[src/rtl/avr_pkg.sv]
// Shared AVR write-back types: entry layout, sequencer states and byte-address helpers.
// Combinational helpers only; no latency or flow control.
package avr_pkg;

   localparam int REG_ADDR_W = 5;
   localparam int BYTE_W     = 8;

   typedef struct packed {
      logic [REG_ADDR_W-1:0] addr;
      logic                  word;
      logic [2*BYTE_W-1:0]   data;
   } wb_entry_t;

   typedef enum logic [1:0] {
      WB_IDLE = 2'd0,
      WB_LO   = 2'd1,
      WB_HI   = 2'd2
   } wb_state_t;

   // Pair writes always target an even/odd register pair regardless of addr[0].
   function automatic logic [REG_ADDR_W-1:0] lo_addr(input logic [REG_ADDR_W-1:0] a,
                                                    input logic word);
      return word ? (a & ~REG_ADDR_W'(1)) : a;
   endfunction

   function automatic logic [REG_ADDR_W-1:0] hi_addr(input logic [REG_ADDR_W-1:0] a);
      return a | REG_ADDR_W'(1);
   endfunction

endpackage

[src/rtl/wb_fifo.sv]
// Write-back request FIFO with per-slot visibility for hazard comparison.
// Push result visible one cycle later; push ignored when full, pop ignored when empty.
module wb_fifo
   import avr_pkg::*;
#(
   parameter int DEPTH = 2
) (
   input  logic                    clk,
   input  logic                    rst_n,
   input  logic                    push_i,
   input  wb_entry_t               push_dat_i,
   input  logic                    pop_i,
   output logic                    full_o,
   output logic                    empty_o,
   output logic [$clog2(DEPTH):0]  count_o,
   output wb_entry_t               head_o,
   output logic [DEPTH-1:0]        ent_vld_o,
   output wb_entry_t [DEPTH-1:0]   ent_dat_o
);

   localparam int AW = $clog2(DEPTH);

   logic [AW-1:0]          wr_ptr_q;
   logic [AW-1:0]          rd_ptr_q;
   logic [AW:0]            count_q;
   wb_entry_t [DEPTH-1:0]  mem_q;
   logic [DEPTH-1:0]       vld_q;
   logic                   do_push;
   logic                   do_pop;

   assign full_o    = (count_q == (AW+1)'(DEPTH));
   assign empty_o   = (count_q == '0);
   assign count_o   = count_q;
   assign head_o    = mem_q[rd_ptr_q];
   assign ent_vld_o = vld_q;
   assign ent_dat_o = mem_q;
   assign do_push   = push_i && !full_o;
   assign do_pop    = pop_i && !empty_o;

   always_ff @(posedge clk or negedge rst_n) begin
      if (!rst_n) begin
         wr_ptr_q <= '0;
         rd_ptr_q <= '0;
         count_q  <= '0;
         mem_q    <= '0;
         vld_q    <= '0;
      end else begin
         if (do_push) begin
            mem_q[wr_ptr_q] <= push_dat_i;
            vld_q[wr_ptr_q] <= 1'b1;
            wr_ptr_q        <= wr_ptr_q + 1'b1;
         end
         if (do_pop) begin
            vld_q[rd_ptr_q] <= 1'b0;
            rd_ptr_q        <= rd_ptr_q + 1'b1;
         end
         case ({do_push, do_pop})
            2'b10:   count_q <= count_q + 1'b1;
            2'b01:   count_q <= count_q - 1'b1;
            default: count_q <= count_q;
         endcase
      end
   end

endmodule

[src/rtl/register_writeback.sv]
// Serialises byte/pair write-back results onto the single register-file write port.
// rf_we one cycle after acceptance; wb_ready is FIFO-not-full from the registered count.
module register_writeback
   import avr_pkg::*;
#(
   parameter int DEPTH = 2
) (
   input  logic        clk,
   input  logic        reset,
   input  logic        wb_valid,
   output logic        wb_ready,
   input  logic [4:0]  wb_addr,
   input  logic        wb_word,
   input  logic [15:0] wb_data,
   output logic        rf_we,
   output logic [4:0]  rf_add,
   output logic [7:0]  rf_din,
   output logic        rf_busy,
   input  logic [4:0]  chk_addr,
   output logic        hazard,
   output logic        empty
);

   wb_state_t                state_q, state_d;
   wb_entry_t                cur_q, cur_d;
   logic                     from_fifo_q, from_fifo_d;
   logic                     rf_we_q, rf_we_d;
   logic [REG_ADDR_W-1:0]    rf_add_q, rf_add_d;
   logic [BYTE_W-1:0]        rf_din_q, rf_din_d;

   logic                     push, pop, accept;
   logic                     fifo_full, fifo_empty;
   logic [$clog2(DEPTH):0]   fifo_count;
   wb_entry_t                head, req;
   logic [DEPTH-1:0]         ent_vld;
   wb_entry_t [DEPTH-1:0]    ent_dat;

   assign req      = {wb_addr, wb_word, wb_data};
   assign wb_ready = !fifo_full;
   assign accept   = wb_valid && wb_ready;

   wb_fifo #(.DEPTH(DEPTH)) u_fifo (
      .clk        (clk),
      .rst_n      (reset),
      .push_i     (push),
      .push_dat_i (req),
      .pop_i      (pop),
      .full_o     (fifo_full),
      .empty_o    (fifo_empty),
      .count_o    (fifo_count),
      .head_o     (head),
      .ent_vld_o  (ent_vld),
      .ent_dat_o  (ent_dat)
   );

   // A pair taken from the FIFO stays queued until its high byte loads, so
   // both of its addresses remain visible to the hazard check meanwhile.
   always_comb begin
      state_d     = state_q;
      cur_d       = cur_q;
      from_fifo_d = from_fifo_q;
      rf_we_d     = 1'b0;
      rf_add_d    = rf_add_q;
      rf_din_d    = rf_din_q;
      push        = 1'b0;
      pop         = 1'b0;
      if (state_q == WB_LO && cur_q.word) begin
         state_d  = WB_HI;
         rf_we_d  = 1'b1;
         rf_add_d = hi_addr(cur_q.addr);
         rf_din_d = cur_q.data[15:8];
         pop      = from_fifo_q;
         push     = accept;
      end else if (!fifo_empty) begin
         state_d     = WB_LO;
         cur_d       = head;
         from_fifo_d = 1'b1;
         rf_we_d     = 1'b1;
         rf_add_d    = lo_addr(head.addr, head.word);
         rf_din_d    = head.data[7:0];
         pop         = !head.word;
         push        = accept;
      end else if (accept) begin
         state_d     = WB_LO;
         cur_d       = req;
         from_fifo_d = 1'b0;
         rf_we_d     = 1'b1;
         rf_add_d    = lo_addr(req.addr, req.word);
         rf_din_d    = req.data[7:0];
      end else begin
         state_d = WB_IDLE;
      end
   end

   always_ff @(posedge clk or negedge reset) begin
      if (!reset) begin
         state_q     <= WB_IDLE;
         cur_q       <= '0;
         from_fifo_q <= 1'b0;
         rf_we_q     <= 1'b0;
         rf_add_q    <= '0;
         rf_din_q    <= '0;
      end else begin
         state_q     <= state_d;
         cur_q       <= cur_d;
         from_fifo_q <= from_fifo_d;
         rf_we_q     <= rf_we_d;
         rf_add_q    <= rf_add_d;
         rf_din_q    <= rf_din_d;
      end
   end

   always_comb begin
      hazard = 1'b0;
      if (rf_we_q && (chk_addr == rf_add_q ||
                      (state_q == WB_LO && cur_q.word && chk_addr == hi_addr(cur_q.addr))))
         hazard = 1'b1;
      for (int i = 0; i < DEPTH; i++) begin
         if (ent_vld[i] && (chk_addr == lo_addr(ent_dat[i].addr, ent_dat[i].word) ||
                            (ent_dat[i].word && chk_addr == hi_addr(ent_dat[i].addr))))
            hazard = 1'b1;
      end
   end

   assign rf_we   = rf_we_q;
   assign rf_busy = rf_we_q;
   assign rf_add  = rf_add_q;
   assign rf_din  = rf_din_q;
   assign empty   = (fifo_count == '0) && (state_q == WB_IDLE) && !rf_we_q;

endmodule
[config.mk]
export PLATFORM = sky130hd
export DESIGN_NAME = register_writeback
export DESIGN_NICKNAME = d
export VERILOG_FILES = /design/src/rtl/avr_pkg.sv /design/src/rtl/wb_fifo.sv /design/src/rtl/register_writeback.sv
export SDC_FILE = /design/constraint.sdc
export NUM_CORES = 1
export LEC_CHECK = 0
export BUFFER_PORTS_ARGS = -buffer_cell sky130_fd_sc_hd__buf_2
export CAP_MARGIN = 10
export CORE_UTILIZATION = 40
export CTS_CLUSTER_SIZE = 10
export DETAILED_ROUTE_END_ITERATION = 7
export SKIP_LAST_GASP = 1
export SYNTH_ARGS = -nofsm -noshare
export SYNTH_HDL_FRONTEND = slang
export SYNTH_SLANG_ARGS = --single-unit
[constraint.sdc]
create_clock -name clk -period 2.35 [get_ports clk]
set_input_delay 0.1175 -clock clk [delete_from_list [all_inputs] [get_ports clk]]
set_output_delay 0.1175 -clock clk [all_outputs]
set_load 0.02 [all_outputs]
Yosys cells after proc, flatten, opt, wreduce, memory -nomap -nowiden
Index checks and enable logic that the tools add are counted.

word-level totals
  flip-flop bits (word level) = 89
  input bits = 30
  memory bits (writable) = 0
  word-level logic and storage cells = 106
  latch bits = 0
  ROM bits = 0
  memories = 0
  output and inout port bits = 18

cells by class
  mux-type cells = 39
  multipliers = 0
  bitwise logic cells = 4
  order comparisons = 4
  equal/unequal tests = 12
  divide/modulo/power cells = 0
  reduce and logical (&&, ||, !) cells = 25
  add/sub/neg operators = 4
  shift-type cells = 0

operators with widths
  kind                 count
  $mux 22              5
  $bwmux 44            1
  $eq 5x5->1           6
  $mux 8               3
  $demux 22 s1         1
  $mux 1               20
  $mux 5               3
  $logic_and 1x1->1    14
  $mux 2               3
  $eq 2x1->1 const B   2
  $eq 2x2->1 const B   2
  $logic_not 1->1      4
  $logic_not 2->1      2
  $lt 1x2->1 const B   2
  $pmux 2 s2           1
  $logic_or 1x1->1     3
  $ne 3x2->1 const B   1
  $add 1x1->1 const B  2
  $add 2x1->2 const B  1
  $and 2x2->2          1
  $demux 1 s1          2
  $ge 1x1->1 const B   2
  $ne 2x2->1 const B   1
  $not 2->2            1
  other kinds (5)      5

Longest topological paths before layout
Gate-level depths: netlist of run 1.

  depth in word-level cells = 9
  depth in mapped cells = 8
  mapped depth without buffers = 8

By module
A second synthesis of run 1 with hierarchy kept.

unflattened totals
  cell total of the unflattened synthesis = 313
  area, all modules = 3928.8 um2

modules (own cells, without submodules)
  module              seq. area each (um2)  cells each  instances  area each (um2)
  wb_fifo             1251.2                141         1          2187.1
  register_writeback  750.7                 172         1          1741.7

Least setup slack after synthesis of run 1
OpenSTA, ideal clock, no wires.

  kind = register to output
  start = reg u_fifo.count_q[0] (netlist: u_fifo.count_o[0])
  end = out empty
  required time = 2.233 ns
  cell stages (with the launch flop) = 6
  buffers on the path = 3
  data arrival time = 1.745 ns
  path slack = 0.488 ns
  cells stage by stage = dfrtp_1 -> buf_2 -> or2_2 -> buf_2 -> buf_2 -> nor4_1

between the ends
  cells in the longest elaborated chain, start to end = 3

RTL lines
  what                            RTL line                   RTL
  start: declaration              wb_fifo.sv:25              logic [AW:0] count_q;
  start signal: assignment        wb_fifo.sv:58              2'b10: count_q <= count_q + 1'b1;
  start signal: assignment        wb_fifo.sv:59              2'b01: count_q <= count_q - 1'b1;
  start signal: assignment        wb_fifo.sv:60              default: count_q <= count_q;
  $logic_not 2->1                 register_writeback.sv:129  assign empty = (fifo_count == '0) && (state_q == WB_IDLE) && !rf_we_q;
  $logic_and 1x1->1 (2 in a row)  register_writeback.sv:129
  end: declaration                register_writeback.sv:21   output logic empty

No other way between the ends.

Worst setup path after layout of run 1
Same ends and word-level chain as after synthesis.

==> results of run 1 <==
[cells in the final DEF, fill, tap and decap left out, types with 3 or more instances in the layout]
| cell | Yosys | layout |
|---|---|---|
| xor2_1 | 14 | 14 |
| nor3_1 | 3 | 3 |
| a211oi_1 | 8 | 8 |
| a21oi_1 | 10 | 10 |
| o22ai_1 | 8 | 8 |
| clkbuf_8 | 0 | 11 |
| buf_2 | 7 | 46 |
| mux2i_1 | 14 | 14 |
| nor4_1 | 3 | 3 |
| mux2_2 | 56 | 56 |
| inv_1 | 4 | 4 |
| a2bb2oi_1 | 8 | 8 |
| a221o_1 | 12 | 12 |
| a21o_1 | 4 | 4 |
| buf_4 | 3 | 12 |
| xnor2_1 | 9 | 9 |
| nor2_1 | 7 | 7 |
| nand2_1 | 12 | 12 |
| dfrtp_1 | 80 | 80 |
[area by class of cell]
cell class / count / share of cell area (%)
repair buffers: 61 / 8.50
inverters: 6 / 0.517
flip-flops and latches: 80 / 46.0
clock buffers: 13 / 3.65
clock inverters: 3 / 0.919
multi-input cells: 190 / 37.3
well taps: 111 / 3.19
[stage by stage]
stage | cell area [um2] | utilization, %
final | 4360 | 47.4
after global routing | 4360 | 47.4
after CTS | 4360 | 47.4
after detailed placement | 4150 | 45.1
after global placement | 4150 | 45.1
after floorplan | 3760 | -
[where the power goes]
part           switching, uW  total, uW  internal (uW)
logic                   1540       3170           1630
registers                498       2610           2110
clock network            466       1010            547
[layer usage]
metal | share of wire [%] | GRT usage, % | vias up
li1 | - | - | 1196
met1 | 51 | 28.6 | 1269
met4 | 0.65 | 3.79 | 0
met2 | 44 | 26.8 | 48
met5 | 0 | 0 | -
met3 | 4.3 | 3.97 | 4
[Yosys cell counts, types with 3 or more instances]
| cell type | number | area (um2) |
|---|---|---|
| mux2i_1 | 14 | 140 |
| dfrtp_1 | 80 | 2000 |
| buf_4 | 3 | 22.5 |
| a21o_1 | 4 | 30.0 |
| a211oi_1 | 8 | 60.1 |
| buf_1 | 4 | 15.0 |
| nor2_1 | 7 | 26.3 |
| mux2_2 | 56 | 631 |
| buf_6 | 3 | 33.8 |
| xnor2_1 | 9 | 78.8 |
| a21oi_1 | 10 | 50.1 |
| o22ai_1 | 8 | 50.1 |
| xor2_1 | 14 | 123 |
| inv_1 | 4 | 15.0 |
| a221o_1 | 12 | 120 |
| a2bb2oi_1 | 8 | 70.1 |
| nor4_1 | 3 | 18.8 |
| nand2_1 | 12 | 45.0 |
| nor3_1 | 3 | 15.0 |
| buf_2 | 7 | 35.0 |
[state kept, by name, summed over array words and instances (netlist names)]
register,count
rf_busy,1
state_q,2
u_fifo.count_o,2
u_fifo.wr_ptr_q,1
rf_add,5
cur_q,13
u_fifo.ent_dat_o,44
u_fifo.ent_vld_o,2
rf_din,8
from_fifo_q,1
u_fifo.rd_ptr_q,1
[final timing paths]
check | slack (ns) | startpoint | to | depth (start not counted)
max in group asynchronous | 1.67 | reset | u_fifo.ent_dat_o[4]$_DFFE_PN0P_ | 3
min | 0.04 | wb_data[15] | u_fifo.ent_dat_o[37]$_DFFE_PN0P_ | 2
min in group asynchronous | 0.32 | reset | u_fifo.ent_dat_o[42]$_DFFE_PN0P_ | 3
min reg2reg | 0.50 | from_fifo_q$_DFFE_PN0P_ | from_fifo_q$_DFFE_PN0P_ | 2
max | 0.33 | u_fifo.count_o[0]$_DFFE_PN0P_ | empty | 3
max reg2reg | 0.35 | u_fifo.count_o[1]$_DFFE_PN0P_ | u_fifo.ent_dat_o[16]$_DFFE_PN0P_ | 5
[timing repair]
item                      CTS  global route
hold buffers                1             0
hold endpoints to repair   80             0
resized for setup           0             0
[cells by family (layout without fill, tap and decap cells)]
group	count (synthesis)	count (layout)	synth area share [%]
flip-flops	80	80	53.2
multiplexers	71	71	20.9
AO/OA/AOI/OAI	60	60	12.0
AND/OR/NAND/NOR	35	35	4.59
buffers and inverters	25	83	3.62
XOR/XNOR	23	23	5.35
adder cells (fa/ha/maj)	1	1	0.333
[worst max-delay path, stage by stage (launching register included)]
cell and delay, ns:
dfrtp_1 0.48, or2_2 0.51, nor4_1 0.34, buf_2 0.24
==> results.yml, run 1 <==
status:
  status: "finished, final reports clean"
finish:
  layout.nets: 379
  multi_input_area_um2: 1620
  finalNonFillerCells: 464
  area_growth_pct: 15.8
  fillers: 839
  final_layout_size_suffix_gt1_share_pct: 38.5
  antenna_cells: 0
  regArea_um2: 2000
global_routing:
  grt_pass1_wl_um: 13900
  antenna_found_initial: 0
  grt-ovfl-total: 0
  grt_use_total_pct: 18.6
  grt_pass1_vias: 2525
  grt_start_max_net_pins: 81
routing:
  ant_nets: 0
  first_iter_violations: 110
  drc_errors: 0
  routedWlPerCell_um: 18.2
  first_pass_iters: 4
  wirelength_um: 8440
  num_vias: 2517
  vias_per_cell: 5.42
clock_tree:
  htree_levels: 3
  cts_buffers: 9
  cts_tree: "yes"
  cts-root-buf: "clkbuf_8"
  post-cts-setup-buffers: 0
  cts.reportedPaths.clkPinSlew_ns: 0.08
  insertion_delay_ns: 0.34
  clockBufferDepth: 2
  cts.sinks: 80
sta:
  whs_ns: 0.0375
  setup_violations: 0
  drv_slew: 0
  final.min_clock_period_ns: 2.02
  slew_headroom_pct: 64.6
  finalHoldViolations: 0
  tightest_slew_ns: 0.531
  fmax_ghz: 0.495
  fin_worst_skew_ns: 0.0119
  grt_setup_unrepaired: "false"
  period_share_pct: 85.9
  setup_tns_ns: 0
  setup_ws_ns: 0.330
yosys:
  synthCells: 295
  ys_seq_area_share_pct: 53.2
  synth_cell_type_count: 38
  ys_warn_count: 0
  synth-async-reset-ratio_pct: 100
  synthesis.area_um2: 3760
  ys_seq_elements: 80
  ys.flop_type: "dfrtp_1"
  synth.avg_cell_area_um2: 12.8
  syn-num-nets: 326
  synth_edf_count: 0
worst_setup_path:
  required_ns: 2.23
  cp-start-kind: "flop"
  cp.arrival_ns: 1.90
  worst_setup_path_end_kind: "primary output"
  worstSetupPathType: "reg2out"
  crit_fanout: 21
die:
  chipHeight_um: 99.0
  rows: 35
  coreArea_um2: 9200
  start_util_pct: 40.9
  ios: 48
  die_w_um: 99.0
  dieArea_um2: 9800
placed_design:
  hpwl_um: 5690
  gp_congestion: 0.830
  numPortBuffers: 47
  dp_slack_ns: 0.371
  dp_cells: 447
run:
  cap_violations: 0
power_and_ir_drop:
  leakage_uw: 0.00198
  power_uw: 6790
  vdd_drop_max_v: 0.000651
  powerDensity_nw_per_um2: 1560
hold_path:
  hold_path.class: "in2reg"
Note: power is estimated with default switching activity, not from simulation.
==> run 2, diff against run 1 <==
Settings changed: CTS_CLUSTER_SIZE 10 to not set, REMOVE_ABC_BUFFERS set to 1, SLEW_MARGIN set to 20.
==> results.yml, run 2 (same netlist as run 1, synthesis figures left out) <==
status:
  status: "finished with violations"
  failed_checks: "design-rule violations"
die:
  rows: 35
  die_w_um: 99.0
  start_util_pct: 40.9
  chipHeight_um: 99.0
  ios: 48
  dieArea_um2: 9800
  coreArea_um2: 9200
routing:
  vias_per_cell: 5.42
  wirelength_um: 8140
  first_iter_violations: 109
  first_pass_iters: 6
  num_vias: 2531
  ant_nets: 0
  routedWlPerCell_um: 17.4
  drc_errors: 2
worst_setup_path:
  r2r_end: "u_fifo.ent_dat_o[3]$_DFFE_PN0P_"
  worst_setup_path_end_kind: "flop"
  required_ns: 2.59
  crit_end: "u_fifo.ent_dat_o[3]$_DFFE_PN0P_"
  cp-start-kind: "flop"
  reg2reg_from: "u_fifo.count_o[1]$_DFFE_PN0P_"
  reg2reg_slack_ns: 0.38
  cp.arrival_ns: 2.22
  startpoint: "u_fifo.count_o[1]$_DFFE_PN0P_"
  crit_fanout: 9
  worstSetupPathType: "reg2reg"
  reg2reg_depth: 5
global_routing:
  grt_pass1_wl_um: 13700
  grt_start_max_net_pins: 54
  grt-ovfl-total: 0
  antenna_found_initial: 0
  grt_use_total_pct: 18.2
  grt_pass1_vias: 2611
finish:
  antenna_cells: 0
  final_layout_size_suffix_gt1_share_pct: 39.3
  fillers: 882
  largest_reg_flops: 44
  area_growth_pct: 15.3
  multi_input_area_um2: 1620
  regArea_um2: 2000
  layout.nets: 382
  layout_common_cells: "80 x dfrtp_1, 56 x mux2_2, 46 x buf_2"
  utilization_pct: 47.2
  fin_area_um2: 4340
  layout_commonest_cell: "dfrtp_1"
power_and_ir_drop:
  clkPwrFrac_pct: 14.2
  power_switching_share_pct: 38.2
  powerDensity_nw_per_um2: 1530
  p_seq_share_pct: 39.2
  power.internal_uw: 4110
  vdd_drop_max_v: 0.000385
  leakage_uw: 0.00196
  p_sw_uw: 2540
  power_uw: 6650
  combPwrFrac_pct: 46.7
hold_path:
  hold_path.class: "in2reg"
clock_tree:
  insertion_delay_ns: 0.36
  cts.sinks: 80
  cts_resized: 0
  cts-root-buf: "clkbuf_8"
  cts_tree: "yes"
  cts_buffers: 9
  clockBufferDepth: 2
  cts_hold_buf: 2
  htree_levels: 3
  cts.reportedPaths.clkPinSlew_ns: 0.09
  post-cts-setup-buffers: 0
placed_design:
  hpwl_um: 5690
  placed_area_um2: 4140
  numPortBuffers: 47
  gp_congestion: 0.760
sta:
  tightest_slew_ns: 0.664
  setup_violations: 0
  fmax_ghz: 0.507
  fin_worst_skew_ns: 0.0116
  period_share_pct: 83.9
  slew_headroom_pct: 55.7
  final.min_clock_period_ns: 1.97
  grt_setup_unrepaired: "false"
  drv_slew: 0
  setup_tns_ns: 0
  finalHoldViolations: 0
run:
  cap_violations: 0
-- run 2: cell count changes in the layout (fill, tap and decap cells not counted) --
| cell | delta |
|---|---|
| buf_12 | -2 |
| buf_4 | +4 |
| bufinv_16 | -1 |
| clkbuf_1 | -2 |
| clkbuf_8 | -2 |
| clkinv_2 | -1 |
| clkinv_4 | +2 |
| clkinvlp_4 | +2 |
| dlygate4sd3_1 | +1 |
| inv_6 | +2 |
-- run 2: worst min path at each step --
stage                      from  slack, ns                               end  depth (start not counted)
floorplan                 reset      -0.18             cur_q[10]$_DFFE_PN0P_                          0
global route        wb_data[13]      0.008  u_fifo.ent_dat_o[13]$_DFFE_PN0P_                          2
CTS                 wb_data[13]      0.002  u_fifo.ent_dat_o[35]$_DFFE_PN0P_                          2
detailed placement        reset       0.20  u_fifo.ent_dat_o[16]$_DFFE_PN0P_                          1
global placement          reset       0.20  u_fifo.ent_dat_o[39]$_DFFE_PN0P_                          1
finish              wb_data[13]       0.01  u_fifo.ent_dat_o[35]$_DFFE_PN0P_                          2
-- run 2: area by class of cell --
cell class / instances / area share (%)
flip-flops and latches: 80 / 46.2
multi-input cells: 190 / 37.4
repair buffers: 64 / 8.54
clock buffers: 9 / 2.86
well taps: 111 / 3.20
clock inverters: 7 / 1.27
inverters: 6 / 0.519
-- run 2: power by group through the flow --
stage	clock, uW	combinational [uW]	sequential [uW]
after detailed placement	0	3120	2620
after floorplan	0	2120	2690
after global placement	0	3060	2600
final	942	3100	2600
after CTS	964	3140	2600
after global routing	1020	3430	2700
-- run 2: layer usage --
layer,wire length (um),up-vias,GRT usage [%]
met4,144,0,8.61
met3,191,11,2.41
met5,0,-,0
met1,3960,1282,25.4
met2,3850,40,28.2
li1,-,1198,-
-- run 2: critical path, cell delays in order (launching register included) --
cell and delay (ns):
dfrtp_1 0.42, and4bb_2 0.26, o21ai_2 0.16, or2_1 0.39, buf_4 0.27, mux2_2 0.35
-- run 2: metrics by stage --
stage	setup slack (ns)	cells	hold WS (ns)
5_1_grt	0.292	467	0.00839
3_3_place_gp	0.455	449	0.205
6_report	0.377	467	0.0105
3_5_place_dp	0.400	449	0.203
2_1_floorplan	0.0291	276	-0.178
4_1_cts	0.396	467	0.00194
==> run 3, diff against run 2 <==
Settings changed: ABC_AREA set to 1.
Clock period 2.35 ns to 1.7 ns, I/O delays scaled along.
==> results.yml, run 3 <==
yosys:
  synth-async-reset-ratio_pct: 100
  synth_top_area_share_pct: 49.1
  synth.area.mux_share_pct: 0
  synth_compound_area_share_pct: 12.5
  synthTopCellsByArea: "dfrtp_1 49%, nand2_1 21%, o21ai_0 4.3%"
  synthesis.area_um2: 4070
  synth.avg_cell_area_um2: 7.88
  yosysMostFrequentCell: "nand2_1"
  ys_seq_area_share_pct: 49.1
  synth-xor-area-share_pct: 0.860
  synth_top_family_by_area: "simple AND/OR/NAND/NOR gates"
  yosysTopAreaCell: "dfrtp_1"
  synthCells: 517
  yosys.area_share.simple_pct: 28.6
  synth_commonest_cells: "223 x nand2_1, 80 x dfrtp_1, 44 x inv_1, 35 x o21ai_0, 27 x nand3_1"
  ys.flop_type: "dfrtp_1"
  ys_warn_count: 0
  ys_seq_elements: 80
  synthAdderAreaFrac_pct: 0.307
  synth_cell_type_count: 30
  synth_edf_count: 0
worst_setup_path:
  reg2reg_depth: 9
  required_ns: 1.62
  reg2reg_slack_ns: 0.12
  r2r_end: "u_fifo.count_o[1]$_DFFE_PN0P_"
  crit_fanout: 12
  cp-start-kind: "flop"
  reg2reg_from: "state_q[1]$_DFF_PN0_"
  cp.arrival_ns: 1.53
  worstSetupPathType: "reg2out"
  worst_setup_path_end_kind: "primary output"
clock_tree:
  cts-root-buf: "clkbuf_8"
  htree_levels: 3
  cts.sinks: 80
  cts.reportedPaths.clkPinSlew_ns: 0.09
  clockBufferDepth: 2
  cts_buffers: 9
  insertion_delay_ns: 0.35
  cts_tree: "yes"
finish:
  final_layout_size_suffix_gt1_share_pct: 19.7
  finalNonFillerCells: 736
  area_growth_pct: 23.8
  largest_reg_flops: 44
  fin_area_um2: 5040
  antenna_cells: 0
  layout.nets: 629
  layout_common_cells: "223 x nand2_1, 78 x dfrtp_1, 44 x inv_1, 44 x buf_2, 34 x o21ai_0"
  layout_commonest_cell: "nand2_1"
global_routing:
  grt_start_max_net_pins: 36
  grt-ovfl-total: 0
  grt_use_total_pct: 21.5
  grt_pass1_wl_um: 17000
  grt_pass1_vias: 3463
  antenna_found_initial: 0
sta:
  final.min_clock_period_ns: 1.62
  fin_worst_skew_ns: 0.00913
  setup_violations: 0
  grt_setup_unrepaired: "true"
  period_share_pct: 95.1
  drv_slew: 0
  setup_tns_ns: 0
  finalHoldViolations: 0
  slew_headroom_pct: 64.6
  fmax_ghz: 0.619
  tightest_slew_ns: 0.530
routing:
  num_vias: 3556
  wirelength_um: 10200
  vias_per_cell: 4.83
  routedWlPerCell_um: 13.9
  drc_errors: 0
  ant_nets: 0
  first_iter_violations: 148
  first_pass_iters: 4
die:
  dieArea_um2: 10600
  rows: 36
  chipHeight_um: 103
  start_util_pct: 41.5
  die_w_um: 103
  coreArea_um2: 9820
  ios: 48
placed_design:
  placed_area_um2: 4470
  dp_cells: 692
  gp_congestion: 0.782
  numPortBuffers: 47
  hpwl_um: 6760
power_and_ir_drop:
  power_uw: 10200
  leakage_uw: 0.00258
  powerDensity_nw_per_um2: 2010
  vdd_drop_max_v: 0.000992
status:
  status: "finished, final reports clean"
run:
  cap_violations: 0
hold_path:
  hold_path.class: "in2async"
## run 3: cell count changes after synthesis, moves of 10 or more
cell and delta:
o21ai_1 +11, mux2_2 -56, xor2_1 -13, nand2_1 +211, nor2_1 +10, mux2i_1 -14
o21ai_0 +33, nand3_1 +25, inv_1 +40, a221o_1 -12
## run 3: critical path, cell delays in order, from the launching register on
cell,delay [ns]
dfrtp_2,0.44
inv_2,0.11
nand2_4,0.08
buf_4,0.20
nor4_4,0.16
buf_4,0.18
## run 3: where the power goes
group	leakage [uW]	internal [uW]	switching [uW]
registers	0.000976	2870	537
logic	0.00148	1910	3170
clock network	0.000121	921	754
total	0.00258	5700	4460
## run 3: area by class of cell
class,count,area [um2]
Fill cell,996,4780
Sequential cell,80,2000
Multi-Input combinational cell,365,1770
Timing Repair Buffer,94,686
Inverter,48,180
Tap cell,133,166
Clock buffer,11,151
Clock inverter,5,86.3
## run 3: how the worst max path moves through the flow
stage	to	startpoint	depth (start not counted)
finish	empty	u_fifo.count_o[0]$_DFFE_PN0P_	5
global route	hazard	state_q[1]$_DFF_PN0_	9
CTS	hazard	state_q[1]$_DFF_PN0_	9
detailed placement	u_fifo.count_o[1]$_DFFE_PN0P_	u_fifo.rd_ptr_q$_DFFE_PN0N_	8
global placement	u_fifo.count_o[1]$_DFFE_PN0P_	u_fifo.rd_ptr_q$_DFFE_PN0N_	8
floorplan	u_fifo.count_o[1]$_DFFE_PN0P_	u_fifo.rd_ptr_q$_DFFE_PN0N_	8
## run 3: logic make-up after synthesis
family                     Yosys count
and+or+nand+nor                    277
buffers and inverters               72
DFF                                 80
xor gates and xnor gates             4
adders and majority gates            1
AOI/OAI and AO/OA                   83
## run 3: through the flow
| stage | setup WS [ns] | util [%] | hold WS [ns] |
|---|---|---|---|
| 5_1_grt | -0.0210 | 51.4 | 0.212 |
| 3_3_place_gp | 0.0579 | 45.6 | 0.0484 |
| 4_1_cts | 0.00171 | 50.6 | 0.191 |
| 6_report | 0.0834 | 51.4 | 0.201 |
| 3_5_place_dp | 0.0247 | 45.6 | 0.0534 |
| 2_1_floorplan | -0.286 | - | -0.211 |
## run 3: timing repair
action / 4_1_cts / 5_1_grt
setup endpoints to repair: 2 / 3
pin swaps: 0 / 2
gates resized for setup: 3 / 12
endpoints found under the hold margin: 74 / 0
hold buffers: 23 / 0
buffers inserted: 2 / 3
## run 3: routing by layer
| metal | share of wire (%) | GRT usage [%] |
|---|---|---|
| met2 | 49 | 36.3 |
| met3 | 3.5 | 5.36 |
| met1 | 47 | 27.5 |
| met5 | 0 | 0 |
| met4 | 0.95 | 5.85 |
